File: config.mk
export PLATFORM = sky130hd
export DESIGN_NAME = serial_alu
export DESIGN_NICKNAME = d
export VERILOG_FILES = /design/src/rtl/serial_alu.sv
export SDC_FILE = /design/constraint.sdc
export NUM_CORES = 1
export LEC_CHECK = 0
export CORE_MARGIN = 5
export CORE_UTILIZATION = 50
export CTS_BUF_LIST = sky130_fd_sc_hd__clkbuf_8
export DETAILED_ROUTE_END_ITERATION = 7
export PLACE_DENSITY = 0.71
export SLEW_MARGIN = 5
export SYNTH_ARGS = -nofsm -noshare
export SYNTH_HDL_FRONTEND = slang
export SYNTH_SLANG_ARGS = --single-unit
File: constraint.sdc
create_clock -name clk -period 2.5 [get_ports clk]
set_input_delay 0.5 -clock clk [delete_from_list [all_inputs] [get_ports clk]]
set_output_delay 0.5 -clock clk [all_outputs]
set_load 0.01 [all_outputs]
File: src/rtl/serial_alu.sv
// serial_alu: two-beat serial-opcode 8-bit ALU (add/sub/xor/xnor); ALU_OP_TIMEOUT_EN adds a GOT_A idle timeout with timeout_err.
module serial_alu #(
  parameter int DATA_WIDTH = 8,
  parameter int TIMEOUT = 16
) (
  input  logic                  clk,
  input  logic                  reset,
  input  logic                  opcode_valid,
  input  logic                  opcode,
  input  logic [DATA_WIDTH-1:0] data,
  output logic [DATA_WIDTH-1:0] result,
  output logic                  overflow,
`ifdef ALU_OP_TIMEOUT_EN
  output logic                  timeout_err,
`endif
  output logic                  done
);
  typedef enum logic [1:0] {IDLE, GOT_A, EXEC, DONE} state_t;
  state_t state;
  logic [DATA_WIDTH-1:0] a, b;
  logic [1:0] op;
  logic [DATA_WIDTH:0] calc;
`ifdef ALU_OP_TIMEOUT_EN
  logic [$clog2(TIMEOUT+1)-1:0] cnt;
`endif
  // Zero-extended subtract leaves the borrow in the top bit.
  always_comb
    calc = op == 2'b00 ? {1'b0, a} + {1'b0, b} :
           op == 2'b01 ? {1'b0, a} - {1'b0, b} :
           op == 2'b10 ? {1'b0, a ^ b} : {1'b0, ~(a ^ b)};
  always_ff @(posedge clk) begin
    if (reset) begin
      state <= IDLE;
      a <= '0;
      b <= '0;
      op <= '0;
      result <= '0;
      overflow <= 1'b0;
      done <= 1'b0;
`ifdef ALU_OP_TIMEOUT_EN
      cnt <= '0;
      timeout_err <= 1'b0;
`endif
    end else begin
      done <= state == DONE;
`ifdef ALU_OP_TIMEOUT_EN
      timeout_err <= 1'b0;
`endif
      case (state)
        IDLE, DONE: begin
          if (opcode_valid) begin
            a <= data;
            op[0] <= opcode;
            state <= GOT_A;
`ifdef ALU_OP_TIMEOUT_EN
            cnt <= '0;
`endif
          end else begin
            state <= IDLE;
          end
        end
        GOT_A: begin
          if (opcode_valid) begin
            b <= data;
            op[1] <= opcode;
            state <= EXEC;
          end
`ifdef ALU_OP_TIMEOUT_EN
          else if (int'(cnt) == TIMEOUT - 1) begin
            timeout_err <= 1'b1;
            a <= '0;
            op[0] <= 1'b0;
            cnt <= '0;
            state <= IDLE;
          end else begin
            cnt <= cnt + 1'b1;
          end
`endif
        end
        EXEC: begin
          {overflow, result} <= calc;
          state <= DONE;
        end
        default: state <= IDLE;
      endcase
    end
  end
endmodule
==> results.py, run 1 <==
metrics = {
    "power_and_ir_drop": {
        "p_per_area_nw_per_um2": 845,
        "peakVddDrop_mv": 0.655,
        "leakagePower_nw": 0.873,
    },
    "final_layout": {
        "area_growth_pct": 20.4,
        "final_common_cell": "nand2_1",
        "diodes": 0,
        "drive_gt1_frac": 0.0827,
        "design_area_um2": 2300,
        "final_cell_mix": "36 x nand2_1, 30 x dfxtp_1, 26 x a21oi_1, 22 x nor2_1, 21 x clkdlybuf4s50_1",
        "final_nets": 298,
        "final_util": 0.623,
    },
    "clocking": {
        "clock_latency_ns": 0.29,
        "cts-root-buf": "clkbuf_8",
        "cts_inserted_buffers": 5,
        "cts-htree-levels": 2,
        "clock_sinks": 30,
        "postCtsResizedCells": 0,
        "postCtsSetupBuffers": 0,
        "clk_pin_slew_ns": 0.07,
        "clk_path_buf_depth": 2,
        "cts_hold_buf": 0,
        "cts_tree": "done",
    },
    "critical_path": {
        "crit_path_top_delay_cell": "fa_1",
        "critical_path_class": "flop to flop",
        "worstPathArrival_ns": 2.46,
        "path_delay_family": "simple AND/OR/NAND/NOR gates",
        "critical_path.cell_chain": "inv_1, fa_1, or3_1, a31oi_1, nand2b_2, and4b_4, a2111oi_4",
        "max_stage_delay_ns": 0.44,
        "crit_buf_inv": 1,
        "cp_max_fo": 5,
        "crit_path_end_kind": "flop",
        "start_kind": "flop",
        "crit_required_ns": 2.69,
    },
    "timing": {
        "layout_min_cycle_time_ns": 2.27,
        "rsz0062_at_grt": "false",
        "max_slew_margin": 0.667,
        "period_share": 0.910,
        "worst_pin_slew_ns": 0.493,
        "finalHoldViolations": 0,
        "setup_ws_ns": 0.226,
        "tns_ns": 0,
        "drv_slew": 0,
        "max_freq_mhz": 440,
        "fin_skew_ns": 0.00875,
        "hold_slack_ns": 0.478,
        "finalSetupViolations": 0,
    },
    "synth": {
        "synth_flop_cell": "dfxtp_1",
        "synth_area_um2": 1910,
        "yosysSeqAreaShare": 0.314,
        "ys_seq_elements": 30,
        "synth_cell_types": 46,
        "netlist_instances": 241,
        "synth_edf_count": 0,
        "synthesis.nets": 274,
        "yosysWarnings": 0,
        "syn_avg_cell_area_um2": 7.93,
        "async_flop_share": 0,
    },
    "routing": {
        "drt_iter0_drc": 116,
        "drc": 0,
        "post_drt_wl_per_cell_um": 13.2,
        "topRoutingLayerUsed": "met4",
        "totalWireLength_um": 4130,
        "wl_met2_um": 1880,
        "viasPerCell": 5.40,
        "route.met3.wl_um": 155,
        "firstDrtPassIters": 4,
        "ant_nets": 0,
        "vias": 1697,
        "wl_met1_um": 2040,
    },
    "place": {
        "preCtsSetupSlack_ns": 0.232,
        "hpwlAfterDp_um": 3170,
        "finalWeightedCongestion": 0.827,
        "portBuffers": 21,
        "dpl_cell_area_um2": 2190,
    },
    "hold_path": {
        "hold_class": "flop to flop",
    },
    "status": {
        "outcome": "completed",
    },
    "global_routing": {
        "grt_usage": 0.176,
        "gr-total-overflow": 0,
        "grt_max_degree": 20,
        "grt_antenna_before_repair": 0,
        "first_global_vias": 1648,
        "grt_pass1_wl_um": 7330,
    },
    "floorplan": {
        "io_pins": 22,
        "fp.dieW_um": 71.8,
        "start_util": 0.518,
        "rows": 22,
        "die-area_um2": 5160,
        "core_um2": 3690,
        "die_h_um": 71.8,
    },
    "flow_run": {
        "cap_violations": 0,
    },
}
## power breakdown
group	internal (mW)	total (mW)	switching (mW)
clock network	0.296	0.496	0.199
logic	0.367	0.810	0.443
registers	0.574	0.638	0.0647
total	1.24	1.94	0.707
## cells by family (layout without fill, tap and decap cells)
kind of cell / after synthesis / in the layout / synth area share
XOR/XNOR: 3 / 3 / 0.0138
buffers and inverters: 30 / 55 / 0.0642
AND/OR/NAND/NOR: 93 / 93 / 0.234
multiplexers: 3 / 3 / 0.0157
flip-flops: 30 / 30 / 0.314
adder cells (fa/ha/maj): 21 / 21 / 0.145
AO/OA/AOI/OAI: 61 / 61 / 0.212
## sequential cells by signal, summed over array words and instances (netlist names)
name / flops
done: 1
b: 8
a: 8
overflow: 1
op: 2
result: 8
state: 2
## cells in the mapped netlist (all sizes together), types with 3 or more instances
cell type  count  area share
nand3          9       0.024
o221ai         3       0.014
mux2i          3       0.016
o21ai          7       0.018
buf            5       0.015
a21oi         26       0.068
nor2          22       0.043
a31oi          3      0.0098
clkbuf         7       0.014
nand2         36       0.071
nor2b          3      0.0098
dfxtp         30        0.31
ha            19        0.12
inv           18       0.035
a211oi         7       0.028
nand2b         9       0.031
## metrics by stage
| step | power [mW] | cells |
|---|---|---|
| after detailed placement | 1.46 | 306 |
| after CTS | 1.96 | 314 |
| final | 1.94 | 314 |
| after global placement | 1.45 | 306 |
| after floorplan | 1.21 | 241 |
| after global routing | 2.10 | 314 |
## per-layer routing
layer / track usage / vias to the layer above
met5: 0 / -
li1: - / 878
met2: 0.281 / 28
met3: 0.0379 / 7
met1: 0.233 / 784
met4: 0.0605 / 0
## final cells by class
type                    count  area [µm²]
clock buffers               5        68.8
clock inverters             3        45.0
fillers                   363        1390
inverters                  18        67.6
multi-input cells         181        1190
flip-flops and latches     30         601
well taps                  48        60.1
repair buffers             29         270
## final timing paths
path / end / from / depth (start not counted) / slack [ns]
min reg2reg: b[5]$_SDFFE_PP0P_ / b[5]$_SDFFE_PP0P_ / 2 / 0.48
max: result[6]$_SDFFE_PP0P_ / a[1]$_SDFFE_PP0P_ / 7 / 0.23
max reg2reg: result[6]$_SDFFE_PP0P_ / a[1]$_SDFFE_PP0P_ / 7 / 0.23
min: b[5]$_SDFFE_PP0P_ / b[5]$_SDFFE_PP0P_ / 2 / 0.48
## worst min-delay path, cell delays in order, from the launching register on
cell	delay [ns]
dfxtp_1	0.33
nand2_1	0.06
a21oi_1	0.05
Power figures use the tool's default switching activity.
==> inputs of run 2 (changes only) <==
Settings changed: CTS_BUF_LIST sky130_fd_sc_hd__clkbuf_8 to sky130_fd_sc_hd__clkbuf_8 sky130_fd_sc_hd__clkbuf_16.
==> results of run 2 <==
The final DEF is identical to that of run 1; final timing and power are the same.
